==> src/rtl/bch_pkg.sv <==
// bch_pkg: shared code constants, state encoding and counter width for the shortened cyclic code
package bch_pkg;
  localparam int BCH_N = 41;
  localparam int BCH_K = 31;
  localparam int BCH_P = 10;
  localparam logic [BCH_P:0] BCH_GEN_POLY = 11'h409;
  localparam int BCH_CW = $clog2(BCH_N);
  typedef enum logic [1:0] {IDLE, SYND, SEARCH, DONE} bch_state_e;
endpackage

==> src/rtl/bch_gf_mulx.sv <==
// bch_gf_mulx: one step of (s*x + in_bit) mod g(x)
module bch_gf_mulx
  import bch_pkg::*;
(
  input  logic [BCH_P-1:0] s,
  input  logic             in_bit,
  output logic [BCH_P-1:0] s_next
);
  logic [BCH_P:0] t;
  assign t = {s, in_bit};
  assign s_next = t[BCH_P] ? t[BCH_P-1:0] ^ BCH_GEN_POLY[BCH_P-1:0] : t[BCH_P-1:0];
endmodule

==> src/rtl/dec_top.sv <==
// dec_top: serial syndrome decoder with single-bit error search and correction
module dec_top
  import bch_pkg::*;
(
  input  logic             clk,
  input  logic             rst,
  input  logic             in_valid,
  output logic             in_ready,
  input  logic [BCH_N-1:0] in_cw,
  output logic             out_valid,
  input  logic             out_ready,
  output logic [BCH_K-1:0] out_data,
  output logic             out_corrected,
  output logic             out_uncorr,
  output logic [5:0]       out_err_pos
);
  bch_state_e        state_q, state_d;
  logic [BCH_N-1:0]  cw_q, cw_d;
  logic [BCH_P-1:0]  s_q, s_d, p_q, p_d, mulx_in, mulx_out;
  logic [BCH_CW-1:0] cnt_q, cnt_d;
  logic              corr_q, corr_d, uncorr_q, uncorr_d, mulx_bit;
  logic [5:0]        pos_q, pos_d;
  // the multiplier is time-shared: syndrome division in SYND, x^i stepping in SEARCH
  assign mulx_in  = (state_q == SEARCH) ? p_q : s_q;
  assign mulx_bit = (state_q == SYND) && cw_q[cnt_q];
  bch_gf_mulx u_mulx (.s(mulx_in), .in_bit(mulx_bit), .s_next(mulx_out));
  always_comb begin
    state_d  = state_q;
    cw_d     = cw_q;
    s_d      = s_q;
    p_d      = p_q;
    cnt_d    = cnt_q;
    corr_d   = corr_q;
    uncorr_d = uncorr_q;
    pos_d    = pos_q;
    case (state_q)
      IDLE: if (in_valid) begin
        cw_d     = in_cw;
        s_d      = '0;
        cnt_d    = BCH_CW'(BCH_N - 1);
        corr_d   = 1'b0;
        uncorr_d = 1'b0;
        pos_d    = '0;
        state_d  = SYND;
      end
      SYND: begin
        s_d   = mulx_out;
        cnt_d = cnt_q - 1'b1;
        if (cnt_q == '0) begin
          cnt_d   = '0;
          p_d     = BCH_P'(1);
          state_d = (mulx_out == '0) ? DONE : SEARCH;
        end
      end
      SEARCH: begin
        if (p_q == s_q) begin
          cw_d[cnt_q] = ~cw_q[cnt_q];
          corr_d      = 1'b1;
          pos_d       = 6'(cnt_q);
          state_d     = DONE;
        end else if (cnt_q == BCH_CW'(BCH_N - 1)) begin
          uncorr_d = 1'b1;
          state_d  = DONE;
        end else begin
          cnt_d = cnt_q + 1'b1;
          p_d   = mulx_out;
        end
      end
      DONE: if (out_ready) begin
        corr_d   = 1'b0;
        uncorr_d = 1'b0;
        pos_d    = '0;
        state_d  = IDLE;
      end
      default: state_d = IDLE;
    endcase
  end
  always_ff @(posedge clk) begin
    if (rst) begin
      state_q  <= IDLE;
      cw_q     <= '0;
      s_q      <= '0;
      p_q      <= '0;
      cnt_q    <= '0;
      corr_q   <= 1'b0;
      uncorr_q <= 1'b0;
      pos_q    <= '0;
    end else begin
      state_q  <= state_d;
      cw_q     <= cw_d;
      s_q      <= s_d;
      p_q      <= p_d;
      cnt_q    <= cnt_d;
      corr_q   <= corr_d;
      uncorr_q <= uncorr_d;
      pos_q    <= pos_d;
    end
  end
  assign in_ready      = (state_q == IDLE) && !rst;
  assign out_valid     = (state_q == DONE);
  assign out_data      = cw_q[BCH_N-1:BCH_P];
  assign out_corrected = corr_q;
  assign out_uncorr    = uncorr_q;
  assign out_err_pos   = pos_q;
endmodule

==> config.mk <==
export PLATFORM = sky130hd
export DESIGN_NAME = dec_top
export DESIGN_NICKNAME = d
export VERILOG_FILES = /design/src/rtl/bch_pkg.sv /design/src/rtl/bch_gf_mulx.sv /design/src/rtl/dec_top.sv
export SDC_FILE = /design/constraint.sdc
export NUM_CORES = 1
export LEC_CHECK = 0
export CAP_MARGIN = 20
export CORE_MARGIN = 2
export CORE_UTILIZATION = 59
export DETAILED_ROUTE_END_ITERATION = 8
export MAX_ROUTING_LAYER = met4
export PLACE_DENSITY = 0.95
export SYNTH_ARGS = -nofsm -noshare
export SYNTH_HDL_FRONTEND = slang
export SYNTH_SLANG_ARGS = --single-unit
export TNS_END_PERCENT = 20
==> constraint.sdc <==
create_clock -name clk -period 4.3 [get_ports clk]
set_input_delay 1.29 -clock clk [delete_from_list [all_inputs] [get_ports clk]]
set_output_delay 1.29 -clock clk [all_outputs]
set_load 0.03 [all_outputs]
==> results of run 1 <==
-- per-stage QoR --
step / setup slack, ps / hold slack (ps) / instances / area, um^2 / utilization
2_1_floorplan: 929.5 / 475.9 / 697 / 5313 / -
3_3_place_gp: 828.0 / 463.9 / 800 / 5881 / 0.6743
3_5_place_dp: 832.8 / 480.3 / 800 / 5881 / 0.6743
4_1_cts: 832.8 / 510.0 / 816 / 6128 / 0.7027
5_1_grt: 808.8 / 539.7 / 817 / 6131 / 0.7030
6_report: 845.9 / 498.4 / 817 / 6131 / 0.7030
-- metal layers --
metal	GRT usage	part of all wire	wire length, um	vias to the layer above
met2	0.5026	0.47	7290	366
li1	-	-	-	2525
met1	0.3931	0.40	6148	2559
met4	0.1591	0.038	590	0
met5	-	0	0	-
met3	0.05177	0.093	1443	54
-- logic make-up (layout without fill, tap and decap cells) --
| group | Yosys count | after routing | share of synthesized area |
|---|---|---|---|
| AO/OA/AOI/OAI | 187 | 187 | 0.2372 |
| XOR/XNOR | 18 | 18 | 0.02968 |
| AND/OR/NAND/NOR | 262 | 262 | 0.2478 |
| buffers and inverters | 109 | 120 | 0.1032 |
| flip-flops | 77 | 77 | 0.2902 |
| adder cells (fa/ha/maj) | 7 | 7 | 0.01649 |
| multiplexers | 37 | 37 | 0.07560 |
| other | 0 | 1 | 0 |
-- placed cells by master (no fill, tap or decap), drive strengths merged, types with 19 or more instances in the layout --
cell type,netlist,routed
nand2,19,19
a41oi,40,40
or3,46,46
o21ai,52,52
clkdlybuf4s50,0,84
dfxtp,77,77
a31oi,41,41
nor2,118,118
a22oi,19,19
mux2i,27,27
-- sequential cells by signal, indices dropped and copies added (netlist names) --
name           count
p_q               10
out_err_pos        6
s_q               10
out_uncorr         1
state_q            2
out_corrected      1
cw_q              41
cnt_q              6
-- synth_stat cells (12+ instances only) --
cell | number | area (um^2)
nor2_1 | 118 | 442.9
dfxtp_1 | 77 | 1541
clkbuf_1 | 56 | 210.2
o21ai_0 | 49 | 245.2
or3_1 | 46 | 287.8
a31oi_1 | 41 | 256.5
a41oi_1 | 40 | 350.3
buf_4 | 31 | 232.7
mux2i_1 | 27 | 270.3
a22oi_1 | 19 | 142.6
nand2_1 | 19 | 71.32
nand3_1 | 16 | 80.08
xnor2_1 | 15 | 131.4
buf_2 | 12 | 60.06
-- area by class of cell --
type | instances | area (um^2) | share of cell area
repair buffers | 97 | 935.9 | 0.1527
flip-flops and latches | 77 | 1541 | 0.2514
inverters | 7 | 26.28 | 0.004286
diodes | 1 | 2.502 | 0.0004082
multi-input cells | 511 | 3242 | 0.5288
well taps | 108 | 135.1 | 0.02204
clock inverters | 6 | 110.1 | 0.01796
clock buffers | 10 | 137.6 | 0.02245
-- critical path, stage by stage --
cell	delay [ps]
buf_2	110
nor2b_1	100
clkdlybuf4s50_1	670
-- report_power, final --
| group | internal [mW] | switching (mW) |
|---|---|---|
| clock | 0.400 | 0.285 |
| combinational | 0.942 | 1.50 |
| sequential | 0.928 | 0.224 |
| total | 2.27 | 2.01 |
-- worst paths after layout --
| path | start | slack [ps] | end |
|---|---|---|---|
| worst min register to register | out_corrected | 500 | out_corrected |
| worst min-delay path | out_corrected | 500 | out_corrected |
| worst max register to register | state_q[0] | 1130 | state_q[0] |
| worst max-delay path | rst | 850 | in_ready |
==> flow_metrics.env, run 1 <==
export IMPL_reg2reg_depth=7
export IMPL_p_leak_nw=2.131
export IMPL_grt_pass1_vias=5173
export IMPL_wirelength_mm=15.47
export IMPL_clk_path_buf_depth=2
export IMPL_die_area_um2=9779
export IMPL_hold_path_class="flip-flop to flip-flop"
export IMPL_cp_end_kind="output pin"
export IMPL_cp_max_fo=2
export IMPL_worst_setup_path_start_kind="input pin"
export IMPL_cellPowerDensity_nw_per_um2=697.6
export IMPL_fin_nets=755
export IMPL_holdBufCountCts=0
export IMPL_worst_skew_pair_late_latency_ps=360
export IMPL_ctsRootBufferMaster="clkbuf_8"
export IMPL_antenna_left=0
export IMPL_syn_area_per_cell_um2=7.622
export IMPL_core_um2=8721
export IMPL_fin_skew_ps=11.67
export IMPL_cap_viol_max_count=0
export IMPL_cp_data_required_time_ps=3010
export IMPL_vdd_drop_max_mv=0.3570
export IMPL_fmax_mhz=289.5
export IMPL_slew_violations=0
export IMPL_die_w_um=98.89
export IMPL_grt_max_degree=87
export IMPL_drtIter0Drc=723
export IMPL_place_gp_congestion=0.9329
export IMPL_finalPower_mw=4.277
export IMPL_finalCriticalPeriod_ps=3454
export IMPL_cts_setup_buffers=0
export IMPL_ys_warn_count=0
export IMPL_cts_sinks=77
export IMPL_drt_pass1_iterations=5
export IMPL_yosysSeqAreaShare=0.2902
export IMPL_drive_gt1_frac=0.06497
export IMPL_io_pins=86
export IMPL_cts_max_level=3
export IMPL_synth_seq_cells=77
export IMPL_worst_pin_slew_ps=900.2
export IMPL_initial_core_util=0.6092
export IMPL_grt_pass1_wl_mm=25.03
export IMPL_synth_area_um2=5313
export IMPL_setup_worst_path_class="input pin to output pin"
export IMPL_path_clk_slew_ps=70
export IMPL_status="finished, final reports clean"
export IMPL_synth_enable_flop_cells=0
export IMPL_syn_num_nets=749
export IMPL_report_final_hold_viol_count=0
export IMPL_ys_flop_type="dfxtp_1"
export IMPL_port_buffers=85
export IMPL_area_growth_pct=15.40
export IMPL_post_route_drc_count=0
export IMPL_dp_hpwl_mm=9.992
export IMPL_fp_dieH_um=98.89
export IMPL_grtUsageTotal=0.3179
export IMPL_rows=34
export IMPL_rsz0062_at_grt="no"
export IMPL_grt_overflow_total=0
export IMPL_tns_ps=0
export IMPL_min_period_over_period=0.8033
export IMPL_avgViaCountPerCell=6.737
export IMPL_synthDistinctLibCells=59
export IMPL_synth_cells=697
export IMPL_worstHoldPathCells=2
export IMPL_vias=5504
export IMPL_setup_viol=0
export IMPL_cts_tree="built"
export IMPL_cts_resized=0
export IMPL_avgRoutedWirePerCell_um=18.94
export IMPL_critPathArrivalTime_ps=2160
export IMPL_slew_headroom=0.3990
export IMPL_num_fill_cells=684
export IMPL_async_reset_ff_frac=0
export IMPL_cts_made_buffers=9
export IMPL_antenna_found_initial=1
Note: power is estimated with default switching activity, not from simulation.
==> inputs of run 2 (changes only) <==
CORE_UTILIZATION = 55   (was 59)
PLACE_DENSITY = 0.94   (was 0.95)
clock period = 3.4 ns   (was 4.3 ns; I/O delays follow)
==> run 2 against run 1 <==
  * Total power is 26% higher
  * Setup slack worse by 560 ps
  * Hold slack worse by 8.3 ps
  * First-iteration DRC count fell by 11%
  * Final area rose by 0.67%
  * Largest power group unchanged
  * Highest routed layer unchanged
==> flow_metrics.env, run 2 (synthesis results as in run 1) <==
export IMPL_grt_pass1_vias=5101
export IMPL_layout_common_cells="nor2_1 (117), clkdlybuf4s50_1 (84), dfxtp_1 (77)"
export IMPL_hold_path_class="flip-flop to flip-flop"
export IMPL_vdd_drop_max_mv=0.6872
export IMPL_min_period_over_period=0.9171
export IMPL_cts_made_buffers=9
export IMPL_p_clk_frac=0.146
export IMPL_slew_violations=0
export IMPL_fin_skew_ps=12.59
export IMPL_cts_max_level=3
export IMPL_p_leak_nw=2.141
export IMPL_cts_setup_buffers=0
export IMPL_setup_ws_ps=281.7
export IMPL_whs_ps=490.1
export IMPL_grt_overflow_total=0
export IMPL_cp_data_required_time_ps=2380
export IMPL_fp_dieH_um=102.3
export IMPL_cp_max_fo=7
export IMPL_swShare=0.4802
export IMPL_worstPathCellList="inv_1 > ha_1 > nor2b_1 > clkdlybuf4s50_1"
export IMPL_rows=35
export IMPL_io_pins=86
export IMPL_cts_tree="built"
export IMPL_cts_sinks=77
export IMPL_path_clk_slew_ps=80
export IMPL_dp_cells=826
export IMPL_report_final_hold_viol_count=0
export IMPL_holdBufCountCts=0
export IMPL_pre_cts_ws_ps=392.2
export IMPL_antenna_left=0
export IMPL_clk_path_buf_depth=2
export IMPL_wl_met3_mm=1.432
export IMPL_top_layer="met4"
export IMPL_tns_ps=0
export IMPL_final_area_um2=6172
export IMPL_critPathArrivalTime_ps=2100
export IMPL_antenna_found_initial=0
export IMPL_worst_pin_slew_ps=769.0
export IMPL_slew_headroom=0.4873
export IMPL_die_area_um2=10460
export IMPL_regToRegSetupSlack_ps=420
export IMPL_cts_resized=0
export IMPL_core_um2=9328
export IMPL_largest_register_ffs=41
export IMPL_port_buffers=85
export IMPL_drt_pass1_iterations=8
export IMPL_place_gp_congestion=0.9560
export IMPL_cap_viol_max_count=0
export IMPL_grtUsageTotal=0.3179
export IMPL_regMostFlops="cw_q"
export IMPL_setup_viol=0
export IMPL_drtIter0Drc=642
export IMPL_finalNonFillerCells=842
export IMPL_intPower_mw=2.794
export IMPL_avgRoutedWirePerCell_um=18.96
export IMPL_fmax_mhz=320.7
export IMPL_num_fill_cells=778
export IMPL_fin_nets=760
export IMPL_status="finished, final reports clean"
export IMPL_diodes=0
export IMPL_largest_registers="cw_q: 41 flops, p_q: 10 flops, s_q: 10 flops"
export IMPL_cp_end_kind="output pin"
export IMPL_rsz0062_at_grt="no"
export IMPL_finalCriticalPeriod_ps=3118
export IMPL_place_area_um2=5957
export IMPL_final_common_cell="nor2_1"
export IMPL_final_util=0.6617
export IMPL_area_growth_pct=16.18
export IMPL_vias=5580
export IMPL_finalPower_mw=5.376
export IMPL_avgViaCountPerCell=6.627
export IMPL_post_route_drc_count=0
export IMPL_cellPowerDensity_nw_per_um2=871.1
export IMPL_ctsRootBufferMaster="clkbuf_8"
export IMPL_wl_met2_mm=7.482
export IMPL_wl_met1_mm=6.481
export IMPL_initial_core_util=0.5696
export IMPL_grt_max_degree=81
export IMPL_worst_skew_pair_late_latency_ps=370
export IMPL_power_frac_seq=0.271
export IMPL_power_frac_comb=0.582
export IMPL_worst_setup_path_start_kind="flip-flop"
export IMPL_drive_gt1_frac=0.07013
export IMPL_crit_slowest_cell="clkdlybuf4s50_1"
export IMPL_grt_pass1_wl_mm=25.52
export IMPL_switchingPower_mw=2.582
export IMPL_dp_hpwl_mm=10.39
export IMPL_wirelength_mm=15.96
export IMPL_die_w_um=102.3
export IMPL_setup_worst_path_class="flip-flop to output pin"
export IMPL_slowest_delay_ps=700
-- run 2: changes by cell type in the layout (fill, tap and decap cells not counted) --
cell and delta:
clkbuf_1 +1, bufinv_16 -1, buf_4 +4, clkbuf_8 -1, buf_12 +1, clkinvlp_4 +1
diode_2 -1
-- run 2: path summary, 6_finish.rpt --
kind,startpoint,endpoint,cells past startpoint
max reg2reg,state_q[0],state_q[0],8
min,out_uncorr,out_uncorr,2
max,state_q[0],in_ready,4
min reg2reg,out_uncorr,out_uncorr,2
-- run 2: power by group through the flow --
stage               logic (mW)  registers [mW]  clock network, mW
finish                    3.13            1.46              0.787
global route              3.37            1.48              0.827
global placement          2.94            1.44                  0
detailed placement        3.07            1.46                  0
CTS                       3.08            1.44              0.783
floorplan                 2.45            1.35                  0
-- run 2: layout make-up --
class | instances | area, um^2 | area share
Clock inverter | 6 | 87.58 | 0.01419
Inverter | 7 | 26.28 | 0.004257
Clock buffer | 10 | 127.6 | 0.02068
Tap cell | 129 | 161.4 | 0.02615
Sequential cell | 77 | 1541 | 0.2497
Timing Repair Buffer | 102 | 985.9 | 0.1597
Multi-Input combinational cell | 511 | 3242 | 0.5252
-- run 2: per-layer routing --
metal,track usage,vias up
met2,0.4990,364
met5,-,-
li1,-,2529
met4,0.1497,0
met1,0.4036,2632
met3,0.04583,55
-- run 2: worst max-delay path, delay by kind of cell (launching register included) --
kind / cells / cell delay (ps)
adders and majority gates: 1 / 310
buffers and inverters: 2 / 840
DFF: 1 / 350
and+or+nand+nor: 1 / 230
==> inputs of run 3 (changes only) <==
CORE_UTILIZATION = 47   (was 55)
PLACE_DENSITY = 0.84   (was 0.94)
==> run 3 against run 2 <==
  * Global-route usage decreased by 4.6 points
  * First-iteration DRC count decreased by 20%
  * Largest power group unchanged
  * Die area increased by 16%
==> flow_metrics.env, run 3 (synthesis results as in run 1) <==
export IMPL_antenna_left=0
export IMPL_io_pins=86
export IMPL_cts_max_level=3
export IMPL_cts_sinks=77
export IMPL_grt_pass1_wl_mm=25.30
export IMPL_layout_common_cells="nor2_1 (117), clkdlybuf4s50_1 (84), dfxtp_1 (77)"
export IMPL_drtIter0Drc=511
export IMPL_diodes=0
export IMPL_grt_pass1_vias=4973
export IMPL_p_leak_nw=2.212
export IMPL_cts_tree="built"
export IMPL_cellPowerDensity_nw_per_um2=902.9
export IMPL_avgRoutedWirePerCell_um=18.58
export IMPL_cp_data_required_time_ps=2380
export IMPL_cap_viol_max_count=0
export IMPL_num_fill_cells=1006
export IMPL_worstHoldPathCells=2
export IMPL_avgViaCountPerCell=6.409
export IMPL_r2r_end="state_q[0]"
export IMPL_rsz0062_at_grt="no"
export IMPL_crit_slowest_cell="clkdlybuf4s50_1"
export IMPL_drive_gt1_frac=0.07402
export IMPL_vias=5486
export IMPL_grt_busiest_layer="met2"
export IMPL_setup_worst_path_class="flip-flop to output pin"
export IMPL_largest_registers="cw_q: 41 flops, p_q: 10 flops, s_q: 10 flops"
export IMPL_fmax_mhz=322.4
export IMPL_final_common_cell="nor2_1"
export IMPL_met2_usage=0.4176
export IMPL_place_gp_congestion=0.8765
export IMPL_cts_made_buffers=9
export IMPL_fp_dieH_um=110.3
export IMPL_cts_resized=0
export IMPL_cts_setup_buffers=0
export IMPL_grtUsageTotal=0.2723
export IMPL_use_met1=0.3643
export IMPL_post_route_drc_count=0
export IMPL_fin_skew_ps=12.81
export IMPL_setup_ws_ps=298.6
export IMPL_clk_path_buf_depth=2
export IMPL_antenna_found_initial=0
export IMPL_area_growth_pct=19.15
export IMPL_hold_path_class="flip-flop to flip-flop"
export IMPL_tns_ps=0
export IMPL_holdBufCountCts=0
export IMPL_ctsRootBufferMaster="clkbuf_16"
export IMPL_setup_viol=0
export IMPL_worst_skew_pair_late_latency_ps=350
export IMPL_status="finished, final reports clean"
export IMPL_initial_core_util=0.4858
export IMPL_wirelength_mm=15.91
export IMPL_slew_headroom=0.4746
export IMPL_die_area_um2=12170
export IMPL_regToRegSetupSlack_ps=530
export IMPL_rows=38
export IMPL_port_buffers=85
export IMPL_worst_pin_slew_ps=788.2
export IMPL_slew_violations=0
export IMPL_slowest_delay_ps=690
export IMPL_cp_max_fo=7
export IMPL_finalCriticalPeriod_ps=3101
export IMPL_largest_register_ffs=41
export IMPL_worstPathCellList="inv_1 > ha_1 > nor2b_1 > clkdlybuf4s50_1"
export IMPL_rr_startpoint="state_q[0]"
export IMPL_vdd_drop_max_mv=0.4807
export IMPL_grt_use_met3=0.04586
export IMPL_fin_nets=763
export IMPL_worst_setup_path_start_kind="flip-flop"
export IMPL_min_period_over_period=0.9122
export IMPL_hold_path_endpoint="out_corrected"
export IMPL_report_final_hold_viol_count=0
export IMPL_drt_pass1_iterations=6
export IMPL_reg2reg_depth=8
export IMPL_critPathArrivalTime_ps=2080
export IMPL_pre_cts_ws_ps=391.5
export IMPL_die_w_um=110.3
export IMPL_path_clk_slew_ps=60
export IMPL_grt_overflow_total=0
export IMPL_grt_max_degree=81
export IMPL_hold_start="out_corrected"
export IMPL_dp_hpwl_mm=10.34
export IMPL_core_um2=10940
export IMPL_cp_end_kind="output pin"
export IMPL_regMostFlops="cw_q"
[run 3: cell count changes in the layout (fill, tap and decap cells not counted), sizes merged]
cell	change
buf	+3
clkinvlp	-1
clkbuf	+1
[run 3: layer usage]
layer	vias up	share of wire
met5	-	0
met4	0	0.022
met3	37	0.093
met2	304	0.47
met1	2612	0.42
li1	2533	-
[run 3: worst max path at each step]
stage                     slack (ps)  cells past startpoint       end       start
after floorplan                  570                      3  in_ready         rst
after global placement           380                      3  in_ready         rst
after detailed placement         390                      3  in_ready         rst
after CTS                        250                      4  in_ready  state_q[0]
after global routing             160                      4  in_ready  state_q[0]
final                            300                      4  in_ready  state_q[0]
[run 3: where the power goes]
part / internal (mW) / total, mW / switching [mW]
clock network: 0.665 / 1.07 / 0.407
logic: 1.25 / 3.20 / 1.95
registers: 1.18 / 1.44 / 0.265
total: 3.09 / 5.72 / 2.62
[run 3: final cells by class]
| class | instances | area (um^2) | area share |
|---|---|---|---|
| Multi-Input combinational cell | 511 | 3252 | 0.5137 |
| Tap cell | 140 | 175.2 | 0.02767 |
| Inverter | 7 | 26.28 | 0.004151 |
| Sequential cell | 77 | 1541 | 0.2435 |
| Clock inverter | 5 | 83.83 | 0.01324 |
| Timing Repair Buffer | 105 | 1008 | 0.1593 |
| Clock buffer | 11 | 242.7 | 0.03835 |
[run 3: worst max-delay path: cells and delay by family (launching register included)]
kind | cells | cell delay, ps
flip-flops | 1 | 340
adder cells (fa/ha/maj) | 1 | 320
buffers and inverters | 2 | 870
AND/OR/NAND/NOR | 1 | 200
[run 3: metrics by stage]
step / power [mW] / cells / utilization / area (um^2) / hold WS (ps)
after floorplan: 3.805 / 697 / - / 5313 / 475.9
after global placement: 4.470 / 840 / 0.5490 / 6003 / 498.5
after CTS: 5.660 / 856 / 0.5788 / 6330 / 514.6
final: 5.715 / 856 / 0.5788 / 6330 / 511.3
after global routing: 6.017 / 856 / 0.5788 / 6330 / 545.4
after detailed placement: 4.585 / 840 / 0.5490 / 6003 / 470.3
